<file path="src/rtl/cpu_params_pkg.sv">
// Shared CPU parameters: register width, MMR window layout and responder FSM states.
package cpu_params_pkg;

   localparam int RSZ = 32;

   // The window spans 32 bytes, which is eight word slots.
   localparam int MMR_WIN_BYTES = 32;

   localparam logic [4:0] MMR_MTIME_LO    = 5'h00;
   localparam logic [4:0] MMR_MTIME_HI    = 5'h04;
   localparam logic [4:0] MMR_MTIMECMP_LO = 5'h08;
   localparam logic [4:0] MMR_MTIMECMP_HI = 5'h0C;
   localparam logic [4:0] MMR_MSIP        = 5'h10;

   // Bit positions in the one-hot register select.
   localparam int SEL_MTIME_LO    = 0;
   localparam int SEL_MTIME_HI    = 1;
   localparam int SEL_MTIMECMP_LO = 2;
   localparam int SEL_MTIMECMP_HI = 3;
   localparam int SEL_MSIP        = 4;
   localparam int SEL_W           = 5;

   typedef enum logic {
      IDLE = 1'b0,
      RESP = 1'b1
   } mmr_state_t;

endpackage

</file>
<file path="src/rtl/mmr_ctrl_decode.sv">
// mmr_decode: combinational offset/legality decoder for the timer MMR window.
// Produces a one-hot register select and a fault flag; kept separate so a
// future debug-port responder can share it.
module mmr_decode
   import cpu_params_pkg::*;
(
   input  logic [4:0]       offset,
   input  logic [3:0]       be,
   output logic [SEL_W-1:0] sel,
   output logic             err
);

   // Word-slot decode, then fault on misalignment, partial enables or reserved slot.
   always_comb begin
      sel = '0;
      case ({offset[4:2], 2'b00})
         MMR_MTIME_LO:    sel[SEL_MTIME_LO]    = 1'b1;
         MMR_MTIME_HI:    sel[SEL_MTIME_HI]    = 1'b1;
         MMR_MTIMECMP_LO: sel[SEL_MTIMECMP_LO] = 1'b1;
         MMR_MTIMECMP_HI: sel[SEL_MTIMECMP_HI] = 1'b1;
         MMR_MSIP:        sel[SEL_MSIP]        = 1'b1;
         default:         sel = '0;
      endcase
      err = (offset[1:0] != 2'b00) || (be != 4'hF) || (sel == '0);
   end

endmodule

</file>
<file path="src/rtl/mmr_ctrl.sv">
// mmr_ctrl: bus responder for the timer / software-interrupt MMR window.
// One access per two cycles: request sampled in IDLE, ack pulsed from RESP.
// Optional build macro MMR_SNAPSHOT_EN adds an mtime_hi shadow so that a
// lo-then-hi read pair returns a coherent 64-bit time.
//
//   state | meaning
//   IDLE  | waiting for an in-window request
//   RESP  | ack/err/rd_data/strobe valid for this single cycle
module mmr_ctrl
   import cpu_params_pkg::*;
#(
   parameter logic [31:0] MMR_BASE = 32'hFFFF_FF00
) (
   input  logic             clk_in,
   input  logic             reset_in,
   input  logic             req,
   input  logic             req_wr,
   input  logic [31:0]      req_addr,
   input  logic [3:0]       req_be,
   input  logic [RSZ-1:0]   req_wr_data,
   output logic             ack,
   output logic             err,
   output logic [RSZ-1:0]   rd_data,
   output logic             in_range,
   output logic             mtime_lo_wr,
   output logic             mtime_hi_wr,
   output logic             mtimecmp_lo_wr,
   output logic             mtimecmp_hi_wr,
   output logic             msip_wr,
   output logic [RSZ-1:0]   mmr_wr_data,
   input  logic [RSZ*2-1:0] mtime,
   input  logic [RSZ*2-1:0] mtimecmp,
   input  logic             sw_irq
);

   mmr_state_t       state;
   logic [SEL_W-1:0] sel;
   logic             dec_err;
   logic [SEL_W-1:0] wr_stb;
   logic [RSZ-1:0]   rd_mux;
   logic [RSZ-1:0]   mtime_hi_rd;
   logic             take;

   // Base is 32-byte aligned, so the window offset is just the low address bits.
   assign in_range = (req_addr[31:5] == MMR_BASE[31:5]);
   assign take     = (state == IDLE) && req && in_range;

   mmr_decode u_decode (
      .offset (req_addr[4:0]),
      .be     (req_be),
      .sel    (sel),
      .err    (dec_err)
   );

`ifdef MMR_SNAPSHOT_EN
   logic [RSZ-1:0] shadow;
   logic           shadow_vld;

   assign mtime_hi_rd = shadow_vld ? shadow : mtime[RSZ*2-1:RSZ];

   // Latch mtime_hi on a legal mtime_lo read; consume on hi read or invalidate on time writes.
   always_ff @(posedge clk_in) begin
      if (reset_in) begin
         shadow     <= '0;
         shadow_vld <= 1'b0;
      end else if (take && !dec_err) begin
         if (!req_wr && sel[SEL_MTIME_LO]) begin
            shadow     <= mtime[RSZ*2-1:RSZ];
            shadow_vld <= 1'b1;
         end else if (!req_wr && sel[SEL_MTIME_HI]) begin
            shadow_vld <= 1'b0;
         end else if (req_wr && (sel[SEL_MTIME_LO] || sel[SEL_MTIME_HI])) begin
            shadow_vld <= 1'b0;
         end
      end
   end
`else
   assign mtime_hi_rd = mtime[RSZ*2-1:RSZ];
`endif

   // Read data selection for the addressed register.
   always_comb begin
      rd_mux = '0;
      if (sel[SEL_MTIME_LO])         rd_mux = mtime[RSZ-1:0];
      else if (sel[SEL_MTIME_HI])    rd_mux = mtime_hi_rd;
      else if (sel[SEL_MTIMECMP_LO]) rd_mux = mtimecmp[RSZ-1:0];
      else if (sel[SEL_MTIMECMP_HI]) rd_mux = mtimecmp[RSZ*2-1:RSZ];
      else if (sel[SEL_MSIP])        rd_mux = {{(RSZ-4){1'b0}}, sw_irq, 3'b000};
   end

   // Responder FSM; all bus-facing outputs are registered and live for RESP only.
   always_ff @(posedge clk_in) begin
      if (reset_in) begin
         state       <= IDLE;
         ack         <= 1'b0;
         err         <= 1'b0;
         rd_data     <= '0;
         wr_stb      <= '0;
         mmr_wr_data <= '0;
      end else begin
         case (state)
            IDLE: begin
               if (take) begin
                  state       <= RESP;
                  ack         <= 1'b1;
                  err         <= dec_err;
                  wr_stb      <= (req_wr && !dec_err) ? sel : '0;
                  mmr_wr_data <= (req_wr && !dec_err) ? req_wr_data : '0;
                  rd_data     <= (!req_wr && !dec_err) ? rd_mux : '0;
               end
            end
            RESP: begin
               state       <= IDLE;
               ack         <= 1'b0;
               err         <= 1'b0;
               rd_data     <= '0;
               wr_stb      <= '0;
               mmr_wr_data <= '0;
            end
            default: state <= IDLE;
         endcase
      end
   end

   assign mtime_lo_wr    = wr_stb[SEL_MTIME_LO];
   assign mtime_hi_wr    = wr_stb[SEL_MTIME_HI];
   assign mtimecmp_lo_wr = wr_stb[SEL_MTIMECMP_LO];
   assign mtimecmp_hi_wr = wr_stb[SEL_MTIMECMP_HI];
   assign msip_wr        = wr_stb[SEL_MSIP];

endmodule

</file>
<file path="config.mk">
export PLATFORM = sky130hd
export DESIGN_NAME = mmr_ctrl
export DESIGN_NICKNAME = d
export VERILOG_FILES = /design/src/rtl/cpu_params_pkg.sv /design/src/rtl/mmr_ctrl_decode.sv /design/src/rtl/mmr_ctrl.sv
export SDC_FILE = /design/constraint.sdc
export NUM_CORES = 1
export LEC_CHECK = 0
export ABC_AREA = 1
export CELL_PAD_IN_SITES_DETAIL_PLACEMENT = 1
export CELL_PAD_IN_SITES_GLOBAL_PLACEMENT = 1
export CORE_MARGIN = 4
export CORE_UTILIZATION = 25
export CTS_BUF_LIST = sky130_fd_sc_hd__clkbuf_8
export DETAILED_ROUTE_END_ITERATION = 12
export PLACE_DENSITY_LB_ADDON = 0.1
export SYNTH_ARGS = -nofsm -noshare
export SYNTH_HDL_FRONTEND = slang
export SYNTH_SLANG_ARGS = --single-unit
</file>
<file path="constraint.sdc">
create_clock -name clk_in -period 2.1 [get_ports clk_in]
set_clock_uncertainty 0.15 [all_clocks]
set_input_delay 0.21 -clock clk_in [delete_from_list [all_inputs] [get_ports clk_in]]
set_output_delay 0.21 -clock clk_in [all_outputs]
set_load 0.03 [all_outputs]
</file>
---- Word level (Yosys, flattened, before mapping) ----
Index checks and enable logic that the tools add are counted.
storage, ports and cells
  flip-flop bits (word level) ............. 72
  bits in latches ......................... 0
  RAM bits ................................ 0
  bits in read-only memories .............. 0
  input port bits ......................... 201
  word-level logic and storage cells ...... 50
  memories ................................ 0
cells by class
  add/sub/neg operators ................... 0
  multipliers ............................. 0
  divide/modulo/power cells ............... 0
  magnitude comparators ................... 0
  equal/unequal tests ..................... 7
  shifts and indexed selects .............. 0
  mux-type cells .......................... 25
  bitwise logic cells ..................... 1
  reductions and logical operators ........ 11
operators with widths
  cell                                                             count
  32-bit two-way mux                                               8
  32-bit one-hot mux with 2 select lines                           2
  27-bit == test, second input constant                            1
  5-bit two-way mux                                                2
  5-bit one-hot mux with 2 select lines                            1
  1-bit two-way mux                                                8
  3-bit by 2-bit == test with 1-bit output, second input constant  2
  1-bit one-hot mux with 2 select lines                            3
  5-bit logical NOT                                                1
  1-bit logical AND                                                4
  4-bit two-way mux                                                1
  4-bit inequality test, second input constant                     1
  3-bit by 1-bit == test with 1-bit output, second input constant  1
  3-bit == test, second input constant                             1
  3-bit logical NOT                                                1
  1-bit logical NOT                                                2
  1-bit logical OR                                                 2
  2-bit inequality test, second input constant                     1
  2-bit nonzero test                                               1
  1-bit NOT                                                        1

---- Longest topological paths before layout ----
Gate-level depths: netlist of the first run.
  word-level depth ........................ 10
  mapped depth ............................ 11
  mapped depth without buffers ............ 10

---- Modules after synthesis ----
From an unflattened synthesis of the first run, not the netlist that was laid out.
second synthesis, totals
  cell total of the unflattened synthesis .. 679
  area, all modules ....................... 4,207.8 µm²
by module, submodules not included
  module      times used  cells each  area each (µm²)  sequential area each (µm²)
  mmr_ctrl    1           664         4,144.0          1,441.4
  mmr_decode  1           15          63.8             0.0

---- Worst setup path before layout of the first run ----
OpenSTA, ideal clock, no wires.
  path type ............................... input-to-reg
  start point ............................. input req_addr[7]
  end point ............................... register mmr_wr_data[0]
  library setup time ...................... 0.070 ns
  arrival time ............................ 1.400 ns
  slack ................................... 0.481 ns
  cell stages on the path ................. 9
  buffers on the path ..................... 1
  path through ............................ inv_1 -> nand2_1 -> nor2_1 -> nand2_1 -> nor2_1 -> and2_1 -> nand4_2 -> clkbuf_1 -> o21ai_1
between the ends
  cells in the longest elaborated chain, start to end .. 3
RTL lines
  item                                    line             RTL
  start, declared                         mmr_ctrl.sv:18   input logic [31:0] req_addr,
  27-bit == test                          mmr_ctrl.sv:45   assign in_range = (req_addr[31:5] == MMR_BASE[31:5]);
  via in_range                            mmr_ctrl.sv:24   output logic in_range,
  1-bit logical AND                       mmr_ctrl.sv:46   assign take = (state == IDLE) && req && in_range;
  2-bit inequality test (no source line)  --
  end signal, assigned                    mmr_ctrl.sv:108  mmr_wr_data <= (req_wr && !dec_err) ? req_wr_data : '0;
  end, declared                           mmr_ctrl.sv:30   output logic [RSZ-1:0] mmr_wr_data,
The timed path passes the listed nets, and every way through them passes these cells.
A chain may end at the register's enable or synchronous reset.

---- Worst setup path after layout of the first run ----
  start point ............................. register rd_data[24]
  end point ............................... output rd_data[24]
RTL lines
  item                    line             RTL
  start, declared         mmr_ctrl.sv:23   output logic [RSZ-1:0] rd_data,
  start signal, assigned  mmr_ctrl.sv:109  rd_data <= (!req_wr && !dec_err) ? rd_mux : '0;
No word-level cell between the ends.

==> impl_summary.log, run 1 <==
[metrics] outcome: completed
[metrics] most instantiated cells after synthesis: nand2_1 (180), nor2_1 (102), nand3_1 (80)
[metrics] GRT Total Usage: 0.197
[metrics] Unique masters post-synth: 27
[metrics] number of iterations in the first detailed-routing pass: 4
[metrics] Netlist Area Pre-Place: roughly 3900 um^2
[metrics] total number of vias: roughly 5000
[metrics] main area contributors after synthesis: dfxtp_1 (37%), nand2_1 (17%), nand3_1 (10%)
[metrics] initial cell density of the core: 0.257
[metrics] flip-flop and latch count after synthesis: 72
[metrics] fraction of post-synthesis cell area in the top cell type by area: 0.366
[metrics] total count of hold-check failures in the final report: 0
[metrics] area of the placeable core: about 15000 um^2
[metrics] Fmax: approximately 560 MHz
[metrics] RSZ-0062 raised after global routing: false
[metrics] die height: 134 um
[metrics] Post-CTS Setup Repair Bufs: 0
[metrics] H-tree levels: 3
[metrics] TritonCTS clock tree: done
[metrics] largest net degree at the start of global routing: 54
[metrics] number of flops mapped to enable cells by yosys: 0
[metrics] number of instances in the synthesized netlist: 640
[metrics] clock network latency to the later pin of the worst-skew pair: ~350 ps
[metrics] Async SR Flop Fraction: 0
[metrics] Finished Layout Cells: about 1100
[metrics] final number of max-transition violations: 0
[metrics] critical path start-end classification: reg2out
[metrics] initial antenna violation count: 0
[metrics] final standard cell utilization of the core: 0.469
[metrics] number of cells after detailed placement: 1104
[metrics] TNS Setup: 0 ps
[metrics] worst-case vdd ir drop: roughly 0.00024 V
[metrics] CP Data Arrival Time: 1420 ps
[metrics] PortBufs: roughly 270
[metrics] number of fillers in the final layout: 1962
[metrics] row count: 45
[metrics] Total Wirelength: between 15 and 20 mm
[metrics] fraction of the yosys area taken by sequential cells: 0.366
[metrics] Final period util: 0.850
[metrics] proportion of layout cells with a drive suffix above 1: 0.0584
[metrics] Max-Cap Viols: 0
[metrics] hold bufs inserted after CTS: 0
[metrics] critical path's slowest cell: clkdlybuf4s50_1
[metrics] synthesized area divided by synthesized cell count: ~6.2 um^2
[metrics] overall power: 3.21 mW
[metrics] predominant post-synthesis flop cell: dfxtp_1
[metrics] DR DRC count: 0
[metrics] worst min-delay path class: in2reg
[metrics] global-route wire length before repair: around 29 mm
[metrics] Final Wtd Congestion: a little over 0.8
[metrics] antenna diode instance count: 0
[metrics] PwrDens: between 400 and 500 nW/um^2
[metrics] warning count from the yosys run: 0
[metrics] vias in the first global route: between 5000 and 6000
[metrics] per-cell via count in the routed design: 4.59
[metrics] Bufs on Longest Clock Path: 2
[metrics] post-synth top area cell: dfxtp_1
[metrics] Worst path top cell family by delay: buffers and inverters
[metrics] critical path cell sequence: clkdlybuf4s50_1
[metrics] dominant cell by count in the synthesized netlist: nand2_1
[metrics] Buf+Inv Stages, Crit Path: 1
[metrics] number of nets in the layout: between 1000 and 1500
[metrics] final number of setup-violating endpoints: 0
[metrics] data required time of the critical path: 1740 ps
[metrics] final worst path period need: 1780 ps
[metrics] die area: roughly 18000 um^2
[metrics] number of gates resized after CTS: 0
[metrics] iteration-0 DRC count of the detailed router: between 150 and 200
[metrics] Num CTS Buffers: 9
[metrics] static power due to leakage: approximately 2.8 nW
[metrics] die outline width: 134 um
[metrics] clock transition at the register clock pins on the worst setup and hold paths after CTS: about 80 ps
[metrics] critical path peak fanout: 2
[metrics] post-detailed-route wirelength per cell: between 15 and 20 um
[metrics] post-synth net total: 841
[metrics] sink count of the clock tree: 72
[metrics] Top-Level Pins: ~270
[metrics] HPWL Detailed: approximately 14 mm
[metrics] root buffer selected by CTS: clkbuf_8
[metrics] total grt overflow: 0
[metrics] placed inst area: ~7000 um^2
[metrics] remaining antenna violation count: 0
[metrics] nature of the critical path endpoint: output pin
[metrics] Worst Max-Slew Pin Slew: between 400 and 500 ps
[metrics] Layout Cell Area excl Fill: 7190 um^2
[metrics] peak per-stage delay on the critical path: just under 700 ps
[metrics] layout overhead on the synthesized area: 82.3%
[metrics] Setup crit start kind: register
[metrics] worst slew slack as a fraction of its limit: 0.710
## cell type report
cell class                      instances  area, um^2  share of cell area
Clock buffer                           10         138              0.0192
Inverter                               47         176              0.0245
Sequential cell                        72        1440               0.201
Tap cell                              211         264              0.0367
Clock inverter                          5        81.3              0.0113
Multi-Input combinational cell        480        2110               0.293
Timing Repair Buffer                  294        2980               0.415
## report_power, final
group	total [mW]	switching, mW	internal [mW]
Combinational	0.619	0.220	0.400
Clock	1.23	0.535	0.694
Sequential	1.36	0.000000000330	1.36
Total	3.21	0.755	2.46
## final timing paths
kind,startpoint,endpoint,slack (ps),depth (start not counted)
setup / recovery,rd_data[24]$_SDFFE_PP0P_,rd_data[24],320,1
hold / removal,reset_in,wr_stb[3]$_SDFFE_PP0P_,190,5
setup reg to reg,state$_SDFF_PP0_,rd_data[20]$_SDFFE_PP0P_,700,6
hold reg to reg,rd_data[15]$_SDFFE_PP0P_,rd_data[15]$_SDFFE_PP0P_,320,2
## registers in the layout, indices dropped and copies added (netlist names)
name,flops
err,1
ack,1
rd_data,32
wr_stb,5
state,1
mmr_wr_data,32
## per-layer routing
metal  global-route usage  part of all wire  vias up  routed length [um]
li1                     -                 -     2565                   -
met1                0.223              0.40     2377                7070
met2                0.355              0.51      171                9020
met3               0.0548             0.071       22                1270
met4               0.0703             0.021        0                 366
met5                    0                 0        -                   0
## cell usage in the layout, fill, tap and decap left out, types with 2 or more instances in the layout
cell type          n
nor2_1           102
o21ai_0           37
nand4_1            3
clkbuf_8          10
nand3_1           80
dfxtp_1           72
inv_2              5
a21oi_1           34
buf_12             8
buf_4             15
clkdlybuf4s50_1  270
bufinv_16          2
nor3_1             2
o21ai_1           30
nand2_1          180
inv_1             42
nor2_2             2
nand2_2            2
## metrics by stage
| stage | hold slack [ps] | worst slack, ps |
|---|---|---|
| after floorplan | 211 | 481 |
| after global placement | 301 | 52.8 |
| after detailed placement | 307 | -27.9 |
| after CTS | 170 | 260 |
| after global routing | 209 | 193 |
| final | 190 | 316 |
## cells by family (layout without fill, tap and decap cells)
kind of cell    count (synthesis)  count (layout)  synth area share
flops                          72              72             0.366
simple gates                  376             376             0.398
buf+inv                        88             356             0.100
compound gates                104             104             0.136
Note: power is estimated with default switching activity, not from simulation.
==> run 2: changes to the inputs <==
- CORE_UTILIZATION: 25 -> 21
- clock period: 2.1 -> 1.6 ns (I/O delays scaled with it)
==> run 2 against run 1 <==
  * Power increased by 33%
  * Sequential cell count stayed put
  * Cell area rose by 7.5%
  * Non-clock buffer count increased by 30
  * Final cell count is 4.3% higher
  * Global-route usage down 2.8 points
  * Clock-buffer cell count is the same
  * First-iteration DRC count fell by 20%
  * Register-to-register slack worse by 500 ps
  * Critical endpoint is now mmr_wr_data[10]$_SDFFE_PP0P_
  * Largest power group unchanged
==> impl_summary.log, run 2 (synthesis gave the netlist of run 1 again) <==
[metrics] initial antenna violation count: 1
[metrics] worst-case vdd ir drop: around 0.00027 V
[metrics] die height: approximately 150 um
[metrics] Layout Cell Area excl Fill: between 7000 and 8000 um^2
[metrics] largest registers: mmr_wr_data x32, rd_data x32, wr_stb x5
[metrics] row count: 49
[metrics] clock transition at the register clock pins on the worst setup and hold paths after CTS: 80 ps
[metrics] global-route wire length before repair: ~29 mm
[metrics] worst hold path cell count: 5
[metrics] area taken by multi-input logic gates: around 2300 um^2
[metrics] Final Wtd Congestion: roughly 0.8
[metrics] critical path cell sequence: clkdlybuf4s50_1, nand2_1, nor3_2, buf_4, nand2_2, nor2_8, buf_12, nand2_1, o21ai_4
[metrics] Top-Level Pins: between 200 and 300
[metrics] total number of vias: between 5000 and 6000
[metrics] clock network latency to the later pin of the worst-skew pair: roughly 350 ps
[metrics] HPWL Detailed: approximately 14 mm
[metrics] worst reg-to-reg path cell count: 6
[metrics] largest net degree at the start of global routing: 37
[metrics] peak per-stage delay on the critical path: 460 ps
[metrics] antenna diode instance count: 0
[metrics] die outline width: ~150 um
[metrics] switching power as a share of total power: 0.240
[metrics] data required time of the critical path: between 1500 and 2000 ps
[metrics] share of total power in sequential cells: 0.420
[metrics] iteration-0 DRC count of the detailed router: between 150 and 200
[metrics] PwrDens: around 550 nW/um^2
[metrics] area of the placeable core: between 15000 and 20000 um^2
[metrics] critical path peak fanout: 22
[metrics] critical path start-end classification: in2reg
[metrics] final number of max-transition violations: 0
[metrics] number of nets in the layout: around 1100
[metrics] root buffer selected by CTS: clkbuf_8
[metrics] Register Area: ~1400 um^2
[metrics] Worst Max-Slew Pin Slew: about 420 ps
[metrics] commonest non-fill, non-tap cell in the layout: nand2_1
[metrics] H-tree levels: 3
[metrics] total grt overflow: 0
[metrics] sink count of the clock tree: just over 70
[metrics] critical path's most frequent cell: nand2_1
[metrics] Final period util: 0.960
[metrics] worst hold slack after final layout: about 180 ps
[metrics] RSZ-0062 raised after global routing: false
[metrics] commonest cells after routing, fill and taps aside: nand2_1 (176), clkdlybuf4s50_1 (172), nor2_1 (96), nand3_1 (79), dlygate4sd2_1 (78)
[metrics] number of fillers in the final layout: ~2300
[metrics] critical path's slowest cell: clkdlybuf4s50_1
[metrics] CP Data Arrival Time: 1680 ps
[metrics] final worst path period need: 1540 ps
[metrics] worst slew slack as a fraction of its limit: 0.720
[metrics] outcome: completed
[metrics] post-place setup slack: -463 ps
[metrics] layout overhead on the synthesized area: 96.0%
[metrics] vias in the first global route: 5632
[metrics] internal power: 3.24 mW
[metrics] reported net switching power: 1.02 mW
[metrics] per-cell via count in the routed design: between 4 and 5
[metrics] Setup crit start kind: input pin
[metrics] remaining antenna violation count: 0
[metrics] GRT Total Usage: 0.169
[metrics] final number of setup-violating endpoints: 0
[metrics] worst min-delay path class: in2reg
[metrics] Fmax: around 650 MHz
[metrics] proportion of layout cells with a drive suffix above 1: 0.129
[metrics] total count of hold-check failures in the final report: 0
[metrics] initial cell density of the core: 0.217
[metrics] TritonCTS clock tree: done
[metrics] static power due to leakage: between 3 and 4 nW
[metrics] placed inst area: between 7000 and 8000 um^2
[metrics] final setup margin: about 64 ps
[metrics] share of total power in combinational logic: 0.196
[metrics] number of iterations in the first detailed-routing pass: 4
[metrics] Max-Cap Viols: 0
[metrics] Num CTS Buffers: 9
[metrics] die area: ~21000 um^2
[metrics] DR DRC count: 0
[metrics] Total Wirelength: ~19 mm
[metrics] nature of the critical path endpoint: register
[metrics] PortBufs: 272
[metrics] overall power: 4.26 mW
[metrics] post-detailed-route wirelength per cell: roughly 16 um
[metrics] share of total power in the clock network: 0.384
[metrics] Bufs on Longest Clock Path: 2
[run 2: cell count changes in the layout (fill, tap and decap cells not counted), sizes merged]
| cell | delta |
|---|---|
| dlygate4sd2 | +78 |
| clkdlybuf4s50 | -98 |
| clkbuf | +4 |
| dlymetal6s2s | +20 |
| buf | +26 |
[run 2: path summary, 6_finish.rpt]
| path | start | endpoint | slack (ps) |
|---|---|---|---|
| setup / recovery | req_be[3] | mmr_wr_data[10]$_SDFFE_PP0P_ | 60 |
| hold / removal | reset_in | wr_stb[1]$_SDFFE_PP0P_ | 180 |
| setup reg to reg | state$_SDFF_PP0_ | mmr_wr_data[10]$_SDFFE_PP0P_ | 200 |
| hold reg to reg | rd_data[31]$_SDFFE_PP0P_ | rd_data[31]$_SDFFE_PP0P_ | 320 |
[run 2: final cells by class]
class	count	area share
inverter	47	0.0228
multi-input combinational	480	0.293
sequential	72	0.187
tap	229	0.0371
timing repair buffer	324	0.432
clock inverter	5	0.0105
clock buffer	10	0.0178
[run 2: per-layer routing]
metal,GRT usage,part of all wire,up-vias
li1,-,-,2635
met1,0.189,0.40,2395
met2,0.312,0.52,164
met3,0.0527,0.069,20
met4,0.0461,0.014,2
met5,0,0.00068,-
[run 2: power by group through the flow]
stage	Combinational [mW]	Clock (mW)	Sequential [mW]
detailed placement	0.844	0	1.83
floorplan	0.226	0	1.83
finish	0.837	1.64	1.79
global route	0.917	1.78	1.79
global placement	0.834	0	1.83
CTS	0.844	1.69	1.79
[run 2: through the flow]
stage	utilization	std cells	setup TNS (ps)
6_report	0.424	1167	0
5_1_grt	0.424	1167	0
4_1_cts	0.403	1154	-3.10
3_5_place_dp	0.395	1139	-30100
3_3_place_gp	0.395	1139	-26310
2_1_floorplan	-	640	0
[run 2: critical path: cells and delay by family]
kind / cells / cell delay [ps]
and+or+nand+nor: 5 / 570
AOI/OAI and AO/OA: 1 / 140
buffers and inverters: 3 / 780
[run 2: repair_timing]
action	4_1_cts	5_1_grt
buffers inserted	1	7
setup endpoints to repair	136	71
pin swaps	7	24
cloned	0	6
resized for setup	85	64
hold buffers	0	0
